**src/rtl/frame_pkg.sv**
```systemverilog
// Shared constants and state encoding for the frame-buffer scanout path.
package frame_pkg;

    localparam int H_PIXELS_DEF = 100;
    localparam int V_LINES_DEF  = 100;
    localparam int PIX_BYTES    = 3;
    localparam int ADDR_W       = 10;

    typedef enum logic [2:0] {
        ST_IDLE,
        ST_FETCH,
        ST_WAIT,
        ST_SEND0,
        ST_SEND1,
        ST_SEND2
    } scan_state_t;

endpackage

```
**src/rtl/px_line_counter.sv**
```systemverilog
// Raster pointer: pixel/line counter with line wrap and a frame-end flag.
// The pointer holds at the last pixel of the frame instead of wrapping.
module px_line_counter
    import frame_pkg::*;
#(
    parameter int H_PIXELS = H_PIXELS_DEF,
    parameter int V_LINES  = V_LINES_DEF
) (
    input  logic              clk,
    input  logic              reset,
    input  logic              clr,
    input  logic              inc,
    output logic [ADDR_W-1:0] px,
    output logic [ADDR_W-1:0] line,
    output logic              line_end,
    output logic              frame_end
);

    localparam logic [ADDR_W-1:0] PX_LAST = ADDR_W'(H_PIXELS - 1);
    localparam logic [ADDR_W-1:0] LN_LAST = ADDR_W'(V_LINES - 1);

    assign line_end  = (px == PX_LAST);
    assign frame_end = line_end && (line == LN_LAST);

    // Pointer register: clear to (0,0), otherwise step in raster order.
    always_ff @(posedge clk or negedge reset) begin
        if (!reset) begin
            px   <= '0;
            line <= '0;
        end else if (clr) begin
            px   <= '0;
            line <= '0;
        end else if (inc && !frame_end) begin
            if (line_end) begin
                px   <= '0;
                line <= line + 1'b1;
            end else begin
                px <= px + 1'b1;
            end
        end
    end

endmodule

```
**src/rtl/frame_scanout.sv**
```systemverilog
// Frame store reader: fetches pixels in raster order and serialises each
// into three bytes (low byte first) on a valid/ready stream.
module frame_scanout
    import frame_pkg::*;
#(
    parameter int H_PIXELS = H_PIXELS_DEF,
    parameter int V_LINES  = V_LINES_DEF,
    parameter int PIX_W    = 24
) (
    input  logic              clk,
    input  logic              reset,
    input  logic              start,
    input  logic              abort,
    output logic              rd_en,
    output logic [ADDR_W-1:0] rd_line,
    output logic [ADDR_W-1:0] rd_px,
    input  logic [PIX_W-1:0]  rd_data,
    output logic [7:0]        byte_out,
    output logic              byte_valid,
    input  logic              byte_ready,
    output logic [ADDR_W-1:0] px_out,
    output logic [ADDR_W-1:0] line_out,
    output logic              sof,
    output logic              eol,
    output logic              busy,
    output logic              done
);

    scan_state_t               state;
    scan_state_t               state_next;
    logic [PIX_BYTES*8-1:0]    pix;
    logic [ADDR_W-1:0]         px;
    logic [ADDR_W-1:0]         line;
    logic                      line_end;
    logic                      frame_end;
    logic                      cnt_clr;
    logic                      cnt_inc;
    logic                      done_next;

    px_line_counter #(
        .H_PIXELS (H_PIXELS),
        .V_LINES  (V_LINES)
    ) u_ptr (
        .clk       (clk),
        .reset     (reset),
        .clr       (cnt_clr),
        .inc       (cnt_inc),
        .px        (px),
        .line      (line),
        .line_end  (line_end),
        .frame_end (frame_end)
    );

    // State, pixel holding register and the registered done pulse.
    always_ff @(posedge clk or negedge reset) begin
        if (!reset) begin
            state <= ST_IDLE;
            pix   <= '0;
            done  <= 1'b0;
        end else begin
            state <= state_next;
            done  <= done_next;
            if (state == ST_WAIT) begin
                pix <= rd_data[PIX_BYTES*8-1:0];
            end
        end
    end

    // Next-state logic; abort overrides any byte transfer in the same cycle.
    always_comb begin
        state_next = state;
        cnt_clr    = 1'b0;
        cnt_inc    = 1'b0;
        done_next  = 1'b0;
        unique case (state)
            ST_IDLE: begin
                if (start) begin
                    state_next = ST_FETCH;
                    cnt_clr    = 1'b1;
                end
            end
            ST_FETCH: state_next = ST_WAIT;
            ST_WAIT:  state_next = ST_SEND0;
            ST_SEND0: if (byte_ready) state_next = ST_SEND1;
            ST_SEND1: if (byte_ready) state_next = ST_SEND2;
            ST_SEND2: begin
                if (byte_ready) begin
                    cnt_inc = 1'b1;
                    if (frame_end) begin
                        state_next = ST_IDLE;
                        done_next  = 1'b1;
                    end else begin
                        state_next = ST_FETCH;
                    end
                end
            end
            default: state_next = ST_IDLE;
        endcase
        if (abort && (state != ST_IDLE)) begin
            state_next = ST_IDLE;
            cnt_inc    = 1'b0;
            done_next  = 1'b0;
        end
    end

    // Output decode from the current state; everything reads zero in IDLE.
    always_comb begin
        rd_en      = 1'b0;
        rd_line    = '0;
        rd_px      = '0;
        byte_valid = 1'b0;
        byte_out   = '0;
        px_out     = '0;
        line_out   = '0;
        sof        = 1'b0;
        eol        = 1'b0;
        busy       = (state != ST_IDLE);
        unique case (state)
            ST_FETCH: begin
                rd_en   = 1'b1;
                rd_line = line;
                rd_px   = px;
            end
            ST_SEND0, ST_SEND1, ST_SEND2: begin
                byte_valid = 1'b1;
                px_out     = px;
                line_out   = line;
                if (state == ST_SEND0) begin
                    byte_out = pix[7:0];
                    sof      = (px == '0) && (line == '0);
                end else if (state == ST_SEND1) begin
                    byte_out = pix[15:8];
                end else begin
                    byte_out = pix[23:16];
                    eol      = line_end;
                end
            end
            default: ;
        endcase
    end

endmodule

```
**config.mk**
```make
export PLATFORM = sky130hd
export DESIGN_NAME = frame_scanout
export DESIGN_NICKNAME = d
export VERILOG_FILES = /design/src/rtl/frame_pkg.sv /design/src/rtl/px_line_counter.sv /design/src/rtl/frame_scanout.sv
export SDC_FILE = /design/constraint.sdc
export NUM_CORES = 1
export LEC_CHECK = 0
export ABC_AREA = 1
export CAP_MARGIN = 20
export CORE_UTILIZATION = 35
export CTS_CLUSTER_DIAMETER = 150
export DETAILED_ROUTE_END_ITERATION = 7
export PLACE_DENSITY = 0.72
export SETUP_SLACK_MARGIN = 0.02
export SYNTH_ARGS = -nofsm -noshare
export SYNTH_HDL_FRONTEND = slang
export SYNTH_HIERARCHICAL = 1
export SYNTH_SLANG_ARGS = --single-unit
export TNS_END_PERCENT = 50
```
**constraint.sdc**
```tcl
create_clock -name clk -period 5.45 [get_ports clk]
set_clock_uncertainty 0.05 [all_clocks]
set_input_delay 1.09 -clock clk [delete_from_list [all_inputs] [get_ports clk]]
set_output_delay 1.09 -clock clk [all_outputs]
set_load 0.01 [all_outputs]
```
# Word level (Yosys, flattened, before mapping)

Index checks and enable logic that the tools add are counted.

Register bits after elaboration: 48
Bits in latches: 0
Memory bits (writable): 0
ROM bits: 0
Output and inout bits: 54
Word-level logic and storage cells: 68
Memories kept: 0

Add/subtract/negate cells: 2
Multiply operators: 0
Div/mod/pow operators: 0
Order comparisons: 0
Equality and inequality tests: 11
Shift-type cells: 0
Muxes and demuxes: 36
Bitwise operators: 0
Reduce and logical (&&, ||, !) cells: 14

Operators with widths:

| kind                                           | number |
|---|---|
| two-way mux 10 bit                             | 10 |
| two-way mux 8 bit                              | 3 |
| adder 10 x 1 -> 10 bit, second input constant  | 2 |
| == test 10 x 7 -> 1 bit, second input constant | 2 |
| zero test 10 bit                               | 2 |
| case mux 3 bit (6 select lines)                | 1 |
| two-way mux 1 bit                              | 17 |
| two-way mux 3 bit                              | 5 |
| != test 3 bit, second input constant           | 4 |
| == test 3 x 2 -> 1 bit, second input constant  | 2 |
| == test 3 bit, second input constant           | 2 |
| logical AND 1 bit                              | 4 |
| AND reduction 4 bit                            | 1 |
| nonzero test 2 bit                             | 2 |
| == test 3 x 1 -> 1 bit, second input constant  | 1 |
| zero test 3 bit                                | 1 |
| nonzero test 3 bit                             | 1 |
| OR reduction 3 bit                             | 1 |
| AND reduction 2 bit                            | 1 |
| zero test 1 bit                                | 1 |

# Depth between registers and ports, before layout

Gate-level depths: netlist of run 1.

Word-level depth: 6
Gate-level depth with buffers: 12
Mapped depth without buffers: 12

# Modules after synthesis

The synthesis of run 1 kept the hierarchy.

Modules (own cells, without submodules):

| module          | instances | cells each | area each (µm²) |
|---|---|---|---|
| frame_scanout   | 1         | 293        | 1816.7 |
| px_line_counter | 1         | 201        | 1427.6 |

# Worst setup path before layout of run 1

No wires, ideal clock.

Kind: reg2out
From: register u_ptr.px[0]
To: output port eol
Arrival time: 1290 ps
Slack: 3020 ps
Cell stages (with the launch flop): 8
Buffers on the path: 0
Path through: dfrtp_1 -> ha_1 -> inv_2 -> nor2_2 -> nand3_4 -> nor2_8 -> inv_1 -> nor2_1

Longest elaborated chain between the ends: 4

Ends and longest elaborated chain:

| element                 | RTL line              | text |
|---|---|---|
| from (decl)             | px_line_counter.sv:13 | `output logic [ADDR_W-1:0] px,` |
| from (signal assigned)  | px_line_counter.sv:38 | `px <= px + 1'b1;` |
| == test 10 x 7 -> 1 bit | px_line_counter.sv:22 | `assign line_end = (px == PX_LAST);` |
| via line_end            | frame_scanout.sv:34   | `logic line_end;` |
| two-way mux 1 bit       | frame_scanout.sv:131  | `end else if (state == ST_SEND1) begin` |
| two-way mux 1 bit       | frame_scanout.sv:128  | `if (state == ST_SEND0) begin` |
| two-way mux 1 bit       | frame_scanout.sv:118  | `unique case (state)` |
| to (decl)               | frame_scanout.sv:24   | `output logic eol,` |

The timed path passes the listed nets, and every way through them passes these cells.

# Worst setup path after layout of run 1

From: register state[2]
To: output port byte_out[5]

Longest elaborated chain between the ends: 4

Ends and longest elaborated chain:

| element                | RTL line                                   | text |
|---|---|---|
| from (decl)            | frame_scanout.sv:29                        | `scan_state_t state;` |
| from (signal assigned) | frame_scanout.sv:61                        | `state <= state_next;` |
| == test 3 bit          | frame_scanout.sv:118, frame_scanout.sv:131 |  |
| two-way mux 8 bit      | frame_scanout.sv:131                       |  |
| two-way mux 8 bit      | frame_scanout.sv:128                       |  |
| two-way mux 8 bit *    | frame_scanout.sv:118                       |  |
| to (decl)              | frame_scanout.sv:18                        | `output logic [7:0] byte_out,` |

Mark *: on every way between the ends. The rest lies on a longest branch, timed or not.

==> results of run 1 <==
[registers in the layout, indices dropped and copies added (netlist names)]
signal / count
done: 1
pix: 24
state: 3
u_ptr/line: 10
u_ptr/px: 10
[where the power goes]
part	switching (W)	internal [W]
Combinational	0.000572	0.000323
Clock	0.000125	0.000162
Sequential	0.000114	0.000481
[metrics by stage]
step | cells | cell area, um2 | worst slack (ns)
after floorplan | 494 | 3240 | 3.02
after global placement | 669 | 4100 | 2.14
after detailed placement | 669 | 4100 | 1.99
after CTS | 677 | 4220 | 1.65
after global routing | 679 | 4250 | 1.47
final | 679 | 4250 | 1.67
[critical path, cell delays in order (launching register included)]
cell             delay, ns
dfrtp_1               0.48
inv_1                 0.09
nand3_1               0.30
nand3_2               0.56
o21ai_0               0.20
nor2_1                0.15
clkdlybuf4s50_1       0.55
[cells in the final DEF (no fill, tap or decap), types with 2 or more instances in the layout]
cell             instances
nand4_1                  2
nand3_2                 13
clkbuf_8                 7
ha_1                     2
o21ai_2                  5
nor2_1                  73
inv_1                   68
nand2_1                193
nor3_1                  10
a21oi_1                  4
nor3b_1                  2
o21ai_0                 12
nand3_1                 14
nor4_1                   2
nand2_2                  7
inv_2                    7
dfrtp_1                 48
clkdlybuf4s50_1         81
buf_4                    2
nand2_4                  3
[routing by layer]
metal	track usage, %	part of all wire [%]
met3	3.44	6.8
met2	31.2	48
met1	23.5	45
met4	2.76	0.63
met5	0	0
[kinds of logic after synthesis]
logic type / Yosys count
buffers and inverters: 91
AND/OR/NAND/NOR: 325
flip-flops: 48
XOR/XNOR: 2
AO/OA/AOI/OAI: 26
adder cells (fa/ha/maj): 2
[path summary, 6_finish.rpt]
kind,start,end,cells after the start
worst max-delay path,state[2]$_DFFE_PN0P_,byte_out[5],6
worst min-delay path,pix[16]$_DFFE_PN0P_,pix[16]$_DFFE_PN0P_,2
worst max register to register,state[2]$_DFFE_PN0P_,u_ptr/px[0]$_DFFE_PN0P_,10
worst min register to register,pix[16]$_DFFE_PN0P_,pix[16]$_DFFE_PN0P_,2
max in group asynchronous,reset,pix[16]$_DFFE_PN0P_,2
min in group asynchronous,reset,u_ptr/line[3]$_DFFE_PN0P_,1
[cell type report]
class	instances	area (um2)
Clock buffer	7	96.3
Fill cell	891	4600
Multi-Input combinational cell	355	1650
Sequential cell	48	1200
Tap cell	108	135
Inverter	75	282
Timing Repair Buffer	85	851
Clock inverter	1	30.0
==> out/results.txt, run 1 <==
Synth Area in Simple Gates: 44.4%
area share of the largest cell type after synthesis: 37.0%
Leak: 2.14 nW
r2r setup slk: 3.14 ns
# nets final: 601
cell accounting for the most synthesized area: dfrtp_1
Post-Syn Area per Cell: 6.57 um2
diode count: 0
Routed WL: 8380 um
Initial Utilization: 36.7%
hold slack: 0.436 ns
DR vias/cell: 4.65
Die ar.: 9660 um2
Max Clk Rate: 265 MHz
Power Total: 0.00178 W
Netlist Area Pre-Place: 3240 um2
count of pins over their slew limit: 0
critical path peak fanout: 30
CTS root buffer: clkbuf_8
cts bufs inserted: 5
worst slew pin tran: 0.628 ns
Peak VDD IR: 0.273 mV
post-cts resize count: 0
via count: 3,158
violated checks: design-rule violations
main combinational cell family by area after synthesis: simple AND/OR/NAND/NOR gates
most common cell in the synthesized netlist: nand2_1
XOR/XNOR Fraction of Synth Area: 0.540%
Arr. time, crit path: 2.64 ns
largest net degree at the start of global routing: 49
clk buf depth: 2
Die H: 98.3 um
Final Hold Violating Endpoints: 0
Post-Syn Nets: 525
clk sinks: 48
CTS tree: done
Post-synth EDFFs: 0
Adder-Cell Fraction of Synth Area: 0.771%
synthesis-stage register bit count: 48
Row Count: 34
Req. time, crit path: 4.31 ns
Synth Instances: 494
Crit. End Element: primary output
Post-Route Utilization: 48.0%
most frequent cells after synthesis: nand2_1 (193), nor2_1 (73), inv_1 (68)
routed len/inst: 12.3 um
DRC viols: 8
hold crit path type: register to register
share of the clock period used by the worst path: 69.3%
routability cong.: 0.859
Tmin final: 3.78 ns
final number of setup-violating endpoints: 0
Die W: 98.3 um
depth of the CTS H-tree: 2
initial antenna violation count: 0
vias in the first global route: 2,955
worst skew pair latency: 0.31 ns
Maximum Capacitance Violations: 0
Area Overhead vs Synth: 31.0%
CTS hold repair buffers: 0
share of cells above drive strength 1: 9.46%
Compound-Gate Fraction of Synth Area: 5.28%
CTS clk-pin slew, worst paths: 0.09 ns
Slew Limit Headroom: 58.1%
unrepaired setup endpoints after global routing: no
setup TNS: 0 ns
Post-DRT Antenna Nets: 0
DRT iter0 DRCs: 157
GR Overflow Total: 0
top cells by area, synth: dfrtp_1 (37%), nand2_1 (22%), nor2_1 (8.4%)
I/O pin total: 83
core area: 8850 um2
HPWL after DPL: 6050 um
number of I/O port buffers: 82
share of the yosys chip area belonging to registers: 37.0%
Post-CTS Setup Bufs: 0
first-pass GRT wire length: 14,000 um
post-synthesis mux area share: 0%
total track usage: 17.9%
power per cell area: 418 nW/um2
Async SR Flop Fraction: 100%
status: finished, violations left
first drt pass iteration count: 6
Synthesis Warnings: 6
CP startpoint kind: register
CP Class: register to primary output
Distinct cells, synth: 34
Top FF cell, synth: dfrtp_1
(Power assumes the default switching activity.)
==> run 2, diff against run 1 <==
--- a/config.mk
+++ b/config.mk
@@ -10,7 +10,7 @@
 export CORE_UTILIZATION = 35
 export CTS_CLUSTER_DIAMETER = 150
 export DETAILED_ROUTE_END_ITERATION = 7
-export PLACE_DENSITY = 0.72
+export PLACE_DENSITY = 0.75
 export SETUP_SLACK_MARGIN = 0.02
 export SYNTH_ARGS = -nofsm -noshare
 export SYNTH_HDL_FRONTEND = slang
==> constraint.sdc (replaced) <==
create_clock -name clk -period 3 [get_ports clk]
set_clock_uncertainty 0.05 [all_clocks]
set_input_delay 0.6 -clock clk [delete_from_list [all_inputs] [get_ports clk]]
set_output_delay 0.6 -clock clk [all_outputs]
set_load 0.01 [all_outputs]
==> out/results.txt, run 2 (synthesized netlist as in run 1, its figures left out) <==
hold crit path type: primary input to asynchronous set/reset pin
Most flops, register: pix
setup ws final: 0.152 ns (-1.52 ns)
Max Clk Rate: 351 MHz
crit-path max cell delay: 0.57 ns (about the same)
FILL cells: 901 (+1.1%)
depth of the CTS H-tree: 2 (unchanged)
Maximum Capacitance Violations: 0 (unchanged)
cts bufs inserted: 5 (unchanged)
Row Count: 34 (unchanged)
setup TNS: 0 ns (unchanged)
CP Cell Sequence: ha_2 > inv_2 > nor2_2 > nand3_4 > nor2_8 > inv_1 > nor2_1 > clkdlybuf4s50_1
final number of setup-violating endpoints: 0 (unchanged)
most common cell after layout, fill and taps aside: nand2_1
Post-Route Utilization: 48.4% (+0.38 points)
CTS tree: done
via count: 3,181 (+0.73%)
DR vias/cell: 4.66 (+0.29%)
Peak VDD IR: 0.395 mV (+45%)
number of I/O port buffers: 82 (unchanged)
critical path peak fanout: 6 (-80%)
Largest regs: pix: 24 flops, u_ptr/line: 10 flops, u_ptr/px: 10 flops
I/O pin total: 83 (unchanged)
vias in the first global route: 3,054 (+3.4%)
Die H: 98.3 um (unchanged)
diode count: 0 (unchanged)
share of the clock period used by the worst path: 94.9%
CP startpoint kind: register
worst skew pair latency: 0.30 ns (about the same)
Crit. End Element: primary output
most frequent cells in the layout: nand2_1 (193), clkdlybuf4s50_1 (81), nor2_1 (73)
count of pins over their slew limit: 0 (unchanged)
HPWL after DPL: 6350 um (+5.1%)
unrepaired setup endpoints after global routing: yes
Routed WL: 8410 um (+0.39%)
DRT iter0 DRCs: 153 (-2.5%)
first drt pass iteration count: 8 (+2)
clk buf depth: 2 (unchanged)
worst slack at placement: 0.329 ns (-1.66 ns)
Final Hold Violating Endpoints: 0 (unchanged)
worst slew pin tran: 0.600 ns (-0.0283 ns)
Die W: 98.3 um (unchanged)
CP Class: register to primary output
slowest CP cell: clkdlybuf4s50_1
CTS clk-pin slew, worst paths: 0.09 ns (about the same)
max reg flops: 24 (unchanged)
Area Overhead vs Synth: 32.0%
first-pass GRT wire length: 14,300 um (+1.8%)
clk sinks: 48 (unchanged)
Post-DRT Antenna Nets: 0 (unchanged)
routed len/inst: 12.3 um (about the same)
# nets final: 604 (+0.50%)
Leak: 2.15 nW (+0.30%)
violated checks: design-rule violations
largest net degree at the start of global routing: 27 (-45%)
Die ar.: 9660 um2 (unchanged)
Initial Utilization: 36.7% (unchanged)
initial antenna violation count: 0 (unchanged)
DRC viols: 6 (-2)
status: finished, violations left
GR Overflow Total: 0 (unchanged)
Tmin final: 2.85 ns
CTS root buffer: clkbuf_8
core area: 8850 um2 (unchanged)
Power Total: 0.00326 W (+84%)
power per cell area: 762 nW/um2 (+82%)
Arr. time, crit path: 2.20 ns (-0.44 ns)
routability cong.: 0.869 (+1.2%)
share of cells above drive strength 1: 10.5% (+1.0 points)
Slew Limit Headroom: 60.0% (+1.9 points)
total track usage: 18.2% (+0.24 points)
Req. time, crit path: 2.35 ns (-1.96 ns)
-- run 2: cell count changes in the layout (fill, tap and decap cells not counted), sizes merged --
cell and delta:
buf +3
-- run 2: layout make-up --
class	instances	area, um2	area share, %
Clock buffer	7	96.3	2.25
Timing Repair Buffer	88	865	20.2
Multi-Input combinational cell	355	1670	39.0
Tap cell	108	135	3.16
Sequential cell	48	1200	28.1
Inverter	75	282	6.57
Clock inverter	1	30.0	0.701
-- run 2: what timing repair did --
item                                    CTS  global route
hold buffers                              0             0
gates resized for setup                   1             5
setup buffers                             0             1
endpoints found under the setup margin    2            25
endpoints found under the hold margin     0             0
-- run 2: worst paths after layout --
path                                         start  slack [ns]                   endpoint  cells after the start
setup / recovery           u_ptr/px[1]$_DFFE_PN0P_        0.15                        eol                      8
hold / removal                               reset        0.21  u_ptr/line[3]$_DFFE_PN0P_                      1
setup reg to reg              state[2]$_DFFE_PN0P_        0.67    u_ptr/px[9]$_DFFE_PN0P_                     10
hold reg to reg                 pix[6]$_DFFE_PN0P_        0.43         pix[6]$_DFFE_PN0P_                      2
max in group asynchronous                    reset        1.93        pix[19]$_DFFE_PN0P_                      2
min in group clk                pix[6]$_DFFE_PN0P_        0.43         pix[6]$_DFFE_PN0P_                      2
-- run 2: critical path, delay by kind of cell, from the launching register on --
kind / cells / cell delay (ns)
flip-flops: 1 / 0.44
AND/OR/NAND/NOR: 4 / 0.56
adder cells (fa/ha/maj): 1 / 0.23
buffers and inverters: 3 / 0.68
-- run 2: power breakdown --
part	internal (W)	switching (W)	total (W)	leakage [nW]
combinational	0.000620	0.00105	0.00167	1.46
clock	0.000294	0.000219	0.000513	0.0645
sequential	0.000874	0.000210	0.00108	0.623
total	0.00179	0.00147	0.00326	2.15
-- run 2: through the flow --
| stage | cells | area (um2) | hold slack [ns] |
|---|---|---|---|
| after detailed placement | 673 | 4130 | 0.414 |
| after CTS | 681 | 4250 | 0.231 |
| after floorplan | 494 | 3240 | 0.254 |
| after global routing | 682 | 4280 | 0.252 |
| after global placement | 673 | 4130 | 0.415 |
| final | 682 | 4280 | 0.214 |
-- run 2: per-layer routing --
layer  wire [um]  vias to the layer above  share of wire, %  track usage (%)
li1            -                     1643                 -                -
met1        3690                     1433                44             23.6
met2        4160                       99                49             31.0
met3         497                        6               5.9             3.58
met4          63                        0              0.75             4.59
met5           0                        -                 0                0
